==> src/rtl/sata_pkg.sv <==
// SATA link-layer primitive dwords shared by the faux drive and the host stack.
// K28.3/K28.5 sits in byte 0, so every primitive carries K flag 4'b0001.
package sata_pkg;

  localparam logic [31:0] PRIM_ALIGN = 32'h7B4A4ABC;
  localparam logic [31:0] PRIM_SYNC  = 32'hB5B5957C;
  localparam logic [31:0] PRIM_X_RDY = 32'h5757B57C;
  localparam logic [31:0] PRIM_R_RDY = 32'h4A4A957C;
  localparam logic [31:0] PRIM_SOF   = 32'h3737B57C;
  localparam logic [31:0] PRIM_EOF   = 32'hD5D5B57C;
  localparam logic [31:0] PRIM_R_IP  = 32'h5555B57C;
  localparam logic [31:0] PRIM_R_OK  = 32'h3535B57C;
  localparam logic [31:0] PRIM_WTRM  = 32'h5858B57C;
  localparam logic [31:0] PRIM_HOLD  = 32'hD5D5AA7C;
  localparam logic [31:0] PRIM_HOLDA = 32'h9595AA7C;
  localparam logic [31:0] PRIM_CONT  = 32'h9999AA7C;

  localparam logic [3:0]  PRIM_ISK   = 4'b0001;

endpackage

==> src/rtl/faux_sata_oob.sv <==
// Device side of the OOB handshake: COMRESET -> COMINIT -> COMWAKE.
// link_en rises once both device pulses have been sent.
module faux_sata_oob #(
  parameter int OOB_CYCLES = 16
) (
  input  logic clk,
  input  logic rst,
  input  logic comm_reset_detect,
  input  logic comm_wake_detect,
  output logic tx_comm_reset,
  output logic tx_comm_wake,
  output logic link_en
);

  localparam int CW = $clog2(OOB_CYCLES) + 1;
  localparam logic [CW-1:0] LAST = CW'(OOB_CYCLES - 1);

  localparam logic [2:0] S_WAIT_RST  = 3'd0;
  localparam logic [2:0] S_WAIT_END  = 3'd1;
  localparam logic [2:0] S_COMINIT   = 3'd2;
  localparam logic [2:0] S_WAIT_WAKE = 3'd3;
  localparam logic [2:0] S_COMWAKE   = 3'd4;
  localparam logic [2:0] S_LINK      = 3'd5;

  logic [2:0]    state;
  logic [CW-1:0] cnt;

  assign link_en = (state == S_LINK);

  always_ff @(posedge clk) begin
    if (!rst) begin
      state         <= S_WAIT_RST;
      cnt           <= '0;
      tx_comm_reset <= 1'b0;
      tx_comm_wake  <= 1'b0;
    end else if (comm_reset_detect) begin
      // a host COMRESET restarts the handshake from any state
      state         <= S_WAIT_END;
      cnt           <= '0;
      tx_comm_reset <= 1'b0;
      tx_comm_wake  <= 1'b0;
    end else begin
      unique case (1'b1)
        (state == S_WAIT_END): begin
          state         <= S_COMINIT;
          cnt           <= '0;
          tx_comm_reset <= 1'b1;
        end
        (state == S_COMINIT): begin
          if (cnt == LAST) begin
            state         <= S_WAIT_WAKE;
            tx_comm_reset <= 1'b0;
          end else begin
            cnt <= cnt + 1'b1;
          end
        end
        (state == S_WAIT_WAKE): begin
          if (comm_wake_detect) begin
            state        <= S_COMWAKE;
            cnt          <= '0;
            tx_comm_wake <= 1'b1;
          end
        end
        (state == S_COMWAKE): begin
          if (cnt == LAST) begin
            state        <= S_LINK;
            tx_comm_wake <= 1'b0;
          end else begin
            cnt <= cnt + 1'b1;
          end
        end
        default: ;
      endcase
    end
  end

endmodule

==> src/rtl/faux_sata_hd.sv <==
// Minimal SATA drive model: OOB bring-up, ALIGN lock, and a receive-only
// link FSM that acknowledges host frames without checking payload or CRC.
import sata_pkg::*;

module faux_sata_hd #(
  parameter int OOB_CYCLES  = 16,
  parameter int ALIGN_MATCH = 4
) (
  input  logic        clk,
  input  logic        rst,
  output logic [31:0] tx_dout,
  output logic [3:0]  tx_isk,
  input  logic [31:0] rx_din,
  input  logic [3:0]  rx_isk,
  input  logic        rx_is_elec_idle,
  output logic        rx_byte_is_aligned,
  input  logic        comm_reset_detect,
  input  logic        comm_wake_detect,
  output logic        tx_comm_reset,
  output logic        tx_comm_wake,
  output logic        hd_ready,
  output logic [31:0] hd_data_to_host,
  input  logic        dbg_hold,
  input  logic        dbg_data_scrambler_en,
  input  logic        dbg_ll_write_start,
  input  logic [31:0] dbg_ll_write_data,
  input  logic [23:0] dbg_ll_write_size,
  input  logic        dbg_ll_write_hold,
  input  logic        dbg_ll_write_abort,
  input  logic        dbg_ll_read_ready,
  input  logic        dbg_t_en,
  input  logic        dbg_send_reg_stb,
  input  logic        dbg_send_dma_act_stb,
  input  logic        dbg_send_data_stb,
  input  logic        dbg_send_pio_stb,
  input  logic        dbg_send_dev_bits_stb,
  input  logic [15:0] dbg_pio_transfer_count,
  input  logic        dbg_pio_direction,
  input  logic [7:0]  dbg_pio_e_status,
  input  logic        dbg_d2h_interrupt,
  input  logic        dbg_d2h_notification,
  input  logic [7:0]  dbg_d2h_status,
  input  logic [7:0]  dbg_d2h_error,
  input  logic [3:0]  dbg_d2h_port_mult,
  input  logic [7:0]  dbg_d2h_device,
  input  logic [47:0] dbg_d2h_lba,
  input  logic [15:0] dbg_d2h_sector_count,
  input  logic [31:0] dbg_cl_if_data,
  input  logic        dbg_cl_if_ready,
  input  logic [23:0] dbg_cl_if_size,
  input  logic [1:0]  dbg_cl_of_ready,
  input  logic [23:0] dbg_cl_of_size
);

  localparam int ACW = $clog2(ALIGN_MATCH + 1);
  localparam logic [ACW-1:0] A_LAST = ACW'(ALIGN_MATCH - 1);

  localparam logic [2:0] L_ALIGN = 3'd0;
  localparam logic [2:0] L_IDLE  = 3'd1;
  localparam logic [2:0] L_RDY   = 3'd2;
  localparam logic [2:0] L_DATA  = 3'd3;
  localparam logic [2:0] L_END   = 3'd4;

  logic           link_en, live;
  logic [2:0]     lstate, nstate;
  logic [ACW-1:0] acnt, ncnt;
  logic [31:0]    last_prim, eff, ntx;
  logic           cont_act, eff_prim, rx_prim, rx_cont;
  logic           h_xrdy, h_sof, h_eof, h_sync, h_hold;

  logic unused_dbg;
  assign unused_dbg = ^{dbg_data_scrambler_en, dbg_ll_write_start,
    dbg_ll_write_data, dbg_ll_write_size, dbg_ll_write_hold,
    dbg_ll_write_abort, dbg_ll_read_ready, dbg_t_en,
    dbg_send_reg_stb, dbg_send_dma_act_stb, dbg_send_data_stb,
    dbg_send_pio_stb, dbg_send_dev_bits_stb,
    dbg_pio_transfer_count, dbg_pio_direction, dbg_pio_e_status,
    dbg_d2h_interrupt, dbg_d2h_notification, dbg_d2h_status,
    dbg_d2h_error, dbg_d2h_port_mult, dbg_d2h_device, dbg_d2h_lba,
    dbg_d2h_sector_count, dbg_cl_if_data, dbg_cl_if_ready,
    dbg_cl_if_size, dbg_cl_of_ready, dbg_cl_of_size};

  faux_sata_oob #(
    .OOB_CYCLES(OOB_CYCLES)
  ) u_oob (
    .clk              (clk),
    .rst              (rst),
    .comm_reset_detect(comm_reset_detect),
    .comm_wake_detect (comm_wake_detect),
    .tx_comm_reset    (tx_comm_reset),
    .tx_comm_wake     (tx_comm_wake),
    .link_en          (link_en)
  );

  assign live    = link_en && !comm_reset_detect;
  assign rx_prim = |rx_isk;
  assign rx_cont = rx_prim && (rx_din == PRIM_CONT);

  // CONT, and scrambled filler following it, read as the last primitive
  always_comb begin
    eff      = rx_din;
    eff_prim = rx_prim;
    if (rx_cont || (!rx_prim && cont_act)) begin
      eff      = last_prim;
      eff_prim = 1'b1;
    end
  end

  assign h_xrdy = !rx_is_elec_idle && eff_prim && (eff == PRIM_X_RDY);
  assign h_sof  = !rx_is_elec_idle && eff_prim && (eff == PRIM_SOF);
  assign h_eof  = !rx_is_elec_idle && eff_prim && (eff == PRIM_EOF);
  assign h_sync = !rx_is_elec_idle && eff_prim && (eff == PRIM_SYNC);
  assign h_hold = !rx_is_elec_idle && eff_prim && (eff == PRIM_HOLD);

  always_comb begin
    nstate = lstate;
    ncnt   = acnt;
    if (!rx_is_elec_idle) begin
      unique case (1'b1)
        (lstate == L_ALIGN): begin
          if (rx_din == PRIM_ALIGN) begin
            if (acnt == A_LAST) begin
              nstate = L_IDLE;
              ncnt   = '0;
            end else begin
              ncnt = acnt + 1'b1;
            end
          end else begin
            ncnt = '0;
          end
        end
        (lstate == L_IDLE): if (h_xrdy) nstate = L_IDLE + 3'd1;
        (lstate == L_RDY): begin
          if (h_sof)       nstate = L_DATA;
          else if (h_sync) nstate = L_IDLE;
        end
        (lstate == L_DATA): begin
          if (h_eof)       nstate = L_END;
          else if (h_sync) nstate = L_IDLE;
        end
        (lstate == L_END): if (h_sync) nstate = L_IDLE;
        default: nstate = L_ALIGN;
      endcase
    end
  end

  always_comb begin
    ntx = PRIM_ALIGN;
    unique case (1'b1)
      (nstate == L_IDLE): ntx = PRIM_SYNC;
      (nstate == L_RDY):  ntx = PRIM_R_RDY;
      (nstate == L_DATA): begin
        if (h_hold && lstate == L_DATA) ntx = PRIM_HOLDA;
        else if (dbg_hold)              ntx = PRIM_HOLD;
        else                            ntx = PRIM_R_IP;
      end
      (nstate == L_END):  ntx = PRIM_R_OK;
      default:            ntx = PRIM_ALIGN;
    endcase
  end

  always_ff @(posedge clk) begin
    if (!rst) begin
      lstate             <= L_ALIGN;
      acnt               <= '0;
      last_prim          <= PRIM_ALIGN;
      cont_act           <= 1'b0;
      tx_dout            <= PRIM_ALIGN;
      tx_isk             <= PRIM_ISK;
      rx_byte_is_aligned <= 1'b0;
      hd_ready           <= 1'b0;
      hd_data_to_host    <= '0;
    end else begin
      hd_data_to_host <= tx_dout;
      tx_isk          <= PRIM_ISK;
      if (!live) begin
        lstate             <= L_ALIGN;
        acnt               <= '0;
        cont_act           <= 1'b0;
        tx_dout            <= PRIM_ALIGN;
        rx_byte_is_aligned <= 1'b0;
        hd_ready           <= 1'b0;
      end else begin
        lstate             <= nstate;
        acnt               <= ncnt;
        tx_dout            <= ntx;
        rx_byte_is_aligned <= (nstate != L_ALIGN);
        hd_ready           <= (nstate == L_IDLE);
        if (!rx_is_elec_idle && rx_prim) begin
          if (rx_cont) begin
            cont_act <= 1'b1;
          end else begin
            cont_act  <= 1'b0;
            last_prim <= rx_din;
          end
        end
      end
    end
  end

endmodule

==> config.mk <==
export PLATFORM = sky130hd
export DESIGN_NAME = faux_sata_hd
export DESIGN_NICKNAME = d
export VERILOG_FILES = /design/src/rtl/sata_pkg.sv /design/src/rtl/faux_sata_oob.sv /design/src/rtl/faux_sata_hd.sv
export SDC_FILE = /design/constraint.sdc
export NUM_CORES = 1
export LEC_CHECK = 0
export BUFFER_PORTS_ARGS = -buffer_cell sky130_fd_sc_hd__buf_2
export CAP_MARGIN = 15
export CORE_AREA = 3 3 148 150
export DETAILED_ROUTE_END_ITERATION = 7
export DIE_AREA = 0 0 151 153
export PLACE_DENSITY = 0.48
export SYNTH_ARGS = -nofsm -noshare
export SYNTH_HDL_FRONTEND = slang
export SYNTH_SLANG_ARGS = --single-unit
export TNS_END_PERCENT = 10
==> constraint.sdc <==
create_clock -name clk -period 2.75 [get_ports clk]
set_input_delay 0 -clock clk [delete_from_list [all_inputs] [get_ports clk]]
set_output_delay 0 -clock clk [all_outputs]
set_load 0.05 [all_outputs]
==> impl_summary.md <==
Global routing
The global-route total usage across every layer is 0.111. The met2 usage in global routing is 0.178. The number of global-route vias before repair is 3851.

The global-route track usage on met3 is 0.0258. The wire length of the first global-routing pass is approximately 20 mm. For met1 alone, demand over resource in global routing was 0.148. Summed over all layers, the global routing overflow is 0.

The pin count of the biggest net entering global routing is between 40 and 50. The global routing stage identified its most utilized layer as met2. The initial antenna violation count is 0.

STA
The worst slew margin relative to its limit is 0.585. At the pin with the least slew margin, the transition time is 0.616 ns. The setup slack after layout is -0.0823 ns. The total of endpoints with negative setup slack in the final report is 2.

The number of failing hold endpoints at the final stage is 0. The max-slew violation count is 0. Static timing analysis puts the maximum clock frequency at around 350 MHz.

Final hold analysis gives a worst-case slack of 0.00988 ns. The final cycle utilization of the critical path is 1.03. Setup repair after global routing could not meet its margin everywhere. The time the worst path needs with I/O delays and setup is around 2.8 ns. Clock skew on the completed layout was measured at a little under 0.009 ns.

Final layout
Compared with the post-synthesis result, the final layout area differs by 41.3%. For this run, the number of standard cells in the final layout without fillers is approximately 930. Counting the fill cells in the layout gives 2308. The fraction of layout instances using a drive strength above 1 is 0.360. The final net count is 964.

Route
The detailed-route vias per instance is 4.25. The final antenna-violating net count is 0. The per-cell routed wire length is approximately 14 µm. The number of DRC markers after the initial detailed-route iteration is roughly 130. The final route contains between 3000 and 4000 vias. The DRC violations left is 0.

The wire length reported by the detailed router is approximately 13 mm. The first TritonRoute pass finished after 4 iterations.

Synth
The fraction of registers with async set/reset is 0. The number of enable-type register cells in the synthesized netlist is 0. The Yosys step of the flow raised 0 warnings. The most used flip-flop cell after synthesis is dfxtp_1. The synthesized flop and latch total is 76. The mapped cell area is approximately 4100 µm². The sequential cell area fraction in the yosys report is 0.372. Yosys mapped the design onto 68 distinct sky130hd cell types. The average cell area after synthesis is approximately 8.3 µm². Synthesis handed over a netlist of 494 instances.

Placed design
The count of buffers added on input and output ports is 101. The setup slack after placement is -0.404 ns. Routability-driven placement finished with a final weighted congestion of 0.810.

The half-perimeter wire length of the detailed placement result is ~9.8 mm. The number of placed instances, taps included, is 895.

Clocking
The clock tree from TritonCTS is done. For the worst-skew pair, the clock arrives at the later sink with an insertion delay of 0.35 ns. The longest clock path from root to sink contains 2 buffers. The clock-pin slew of the registers on the worst-case setup and hold paths is 0.07 ns. The H-tree depth is 3. The number of CTS-inserted buffers is 9. The number of sinks driven by the clock tree is 76. The master cell of the clock root buffer is clkbuf_16.

Power and ir drop
The combinational power share is 0.103. The part of the total power dissipated in the clock network is 0.478. The ratio of total power to cell area is 460 nW/µm². The analysis attributes to cell leakage a power of between 2 and 2.5 nW. The switching power as a share of total power is 0.271. The power dissipated by switching net loads is between 0.7 and 0.8 mW. The maximum ir drop on the vdd rail is about 0.00033 V. The share of total power dissipated in sequential elements is 0.419. The internal power component is around 1.9 mW.

Critical path
The largest stage delay on the critical path is about 0.53 ns. The slowest cell on the critical path is or4b_4. Among cell families on the critical path, the largest total delay comes from simple AND/OR/NAND/NOR gates. The type of the worst setup path is register to register. The critical path contains buffers and inverters numbering 0 combined.

The highest fanout seen on the critical path is 5. The data required time of the worst path is 2.99 ns. The worst setup path is launched from a register. The signal on the critical path passes through or4b_4 > or3_4 > or4_4 > a22oi_2 > a22o_1 > a21bo_1 > and3_4 > mux2_4. In this run the register-to-register setup slack is -0.08 ns.

The arrival time at the worst endpoint is 3.07 ns. The critical path capture point type is a register.

Floorplanning
The chip width is about 150 µm. The I/O pin count is roughly 380. For this configuration, the core starts out at a cell density of 0.197. In this run the core area contains between 50 and 60 standard-cell rows. The overall die area is roughly 23000 µm². The core outline area is around 21000 µm². The overall die height is between 150 and 200 µm.

Worst hold path
The path class of the tightest hold or removal check is input port to register.

Outcome
The checks that failed: setup timing. The run finished, with violations left.

Flow run
The number of max-cap violations is 0.
## per-stage QoR
step           utilization  power (mW)  TNS (ns)  cell area (µm²)
6_report             0.278        2.66    -0.127             5780
5_1_grt              0.278        2.76    -0.948             5780
2_1_floorplan            -        1.30    -0.104             4140
4_1_cts              0.276        2.71    -0.105             5750
3_3_place_gp         0.250        1.40     -3.29             5200
3_5_place_dp         0.250        1.40     -4.08             5200
## final cells by class
class	instances	area, µm²	area share
Multi-Input combinational cell	359	2270	0.392
Inverter	5	18.8	0.00325
Clock inverter	7	88.8	0.0154
Antenna cell	1	2.50	0.000433
Clock buffer	9	225	0.0390
Timing Repair Buffer	199	1310	0.227
Tap cell	275	344	0.0595
Sequential cell	76	1520	0.263
## Yosys cell counts, types with 2 or more instances
cell type,instances,share of area
a211oi_1,8,0.015
a211oi_2,2,0.0061
a21boi_0,17,0.031
a21o_1,6,0.011
a21oi_1,16,0.020
a22o_1,2,0.0043
a31oi_1,5,0.0076
and2_1,18,0.028
and2_2,2,0.0037
and3_1,3,0.0046
buf_4,44,0.081
clkbuf_1,18,0.017
conb_1,2,0.0018
dfxtp_1,76,0.37
ha_1,3,0.0092
inv_1,5,0.0046
mux2i_1,2,0.0049
nand2_1,84,0.077
nand2b_1,8,0.012
nand3_1,23,0.028
nand3b_1,3,0.0055
nand4_1,6,0.0092
nand4b_1,9,0.019
nand4bb_1,4,0.011
nor2_1,27,0.025
nor2b_1,4,0.0061
nor3_1,8,0.0098
nor3b_1,2,0.0037
nor4_1,11,0.017
nor4b_1,4,0.0086
nor4bb_1,8,0.020
o21ai_0,9,0.011
o221ai_1,2,0.0043
o22ai_1,2,0.0031
or2_2,5,0.0076
or3_1,5,0.0076
or4_1,5,0.0092
or4b_2,2,0.0049
or4bb_1,3,0.0083
xor2_1,3,0.0064
## layer usage
metal / wire, µm / vias up
met1: 6100 / 1822
met2: 5760 / 90
met5: 0 / -
met3: 617 / 13
li1: - / 2029
met4: 173 / 0
## worst paths after layout
path | startpoint | end | depth (start not counted)
setup / recovery | last_prim[14]$_SDFFE_PN1P_ | tx_dout[15]$_SDFF_PN0_ | 8
setup reg to reg | last_prim[14]$_SDFFE_PN1P_ | tx_dout[15]$_SDFF_PN0_ | 8
hold / removal | rx_din[25] | last_prim[25]$_SDFFE_PN1P_ | 4
hold reg to reg | last_prim[17]$_SDFFE_PN1P_ | last_prim[17]$_SDFFE_PN1P_ | 2
## layout by cell type (no fill, tap or decap), types with 3 or more instances in the layout
cell type	Yosys	layout
a211oi_1	8	7
a21boi_0	17	16
a21o_1	6	6
a21oi_1	16	15
a31oi_1	5	5
and2_1	18	18
buf_2	1	101
buf_4	44	78
clkbuf_16	0	9
conb_1	2	12
dfxtp_1	76	75
dlygate4sd3_1	0	18
ha_1	3	3
inv_1	5	5
inv_8	0	3
nand2_1	84	84
nand2b_1	8	8
nand3_1	23	23
nand3b_1	3	3
nand4_1	6	6
nand4b_1	9	9
nand4bb_1	4	4
nor2_1	27	26
nor2b_1	4	4
nor3_1	8	8
nor4_1	11	8
nor4_2	1	4
nor4b_1	4	3
nor4bb_1	8	8
o21ai_0	9	7
or2_2	5	5
or3_1	5	4
or4_4	1	5
or4bb_1	3	3
xor2_1	3	3
## cell families after synthesis
family,count (synthesis),share of synthesized area
simple gates,249,0.338
compound gates,89,0.159
flops,76,0.372
buf+inv,69,0.106
fa+ha+maj,3,0.00917
xor+xnor,3,0.00642
mux,3,0.00856
other cells,2,0.00183
## worst reg2reg max path: cells and delay by family (launching register included)
kind / cells / cell delay (ns)
and+or+nand+nor: 4 / 1.60
AOI/OAI and AO/OA: 3 / 0.48
muxes: 1 / 0.30
DFF: 1 / 0.33
## power by group through the flow
stage	Clock, mW	Combinational (mW)	Sequential, mW
2_1_floorplan	0	0.143	1.16
3_3_place_gp	0	0.256	1.14
3_5_place_dp	0	0.255	1.14
4_1_cts	1.32	0.275	1.11
5_1_grt	1.36	0.293	1.11
6_report	1.27	0.275	1.11
## timing repair
| item | in CTS | in global routing |
|---|---|---|
| resized for setup | 14 | 5 |
| buffers inserted | 1 | 0 |
| hold buffers | 18 | 0 |
| pin swaps | 8 | 1 |
| endpoints found under the setup margin | 13 | 12 |
| hold endpoints to repair | 19 | 0 |
## registers in the layout, summed over array words and instances (netlist names), 3 cells and up
register and count:
acnt 3, hd_data_to_host 13, last_prim 32, u_oob.cnt 5, lstate 3, tx_dout 12, u_oob.state 3
Note: power is estimated with default switching activity, not from simulation.
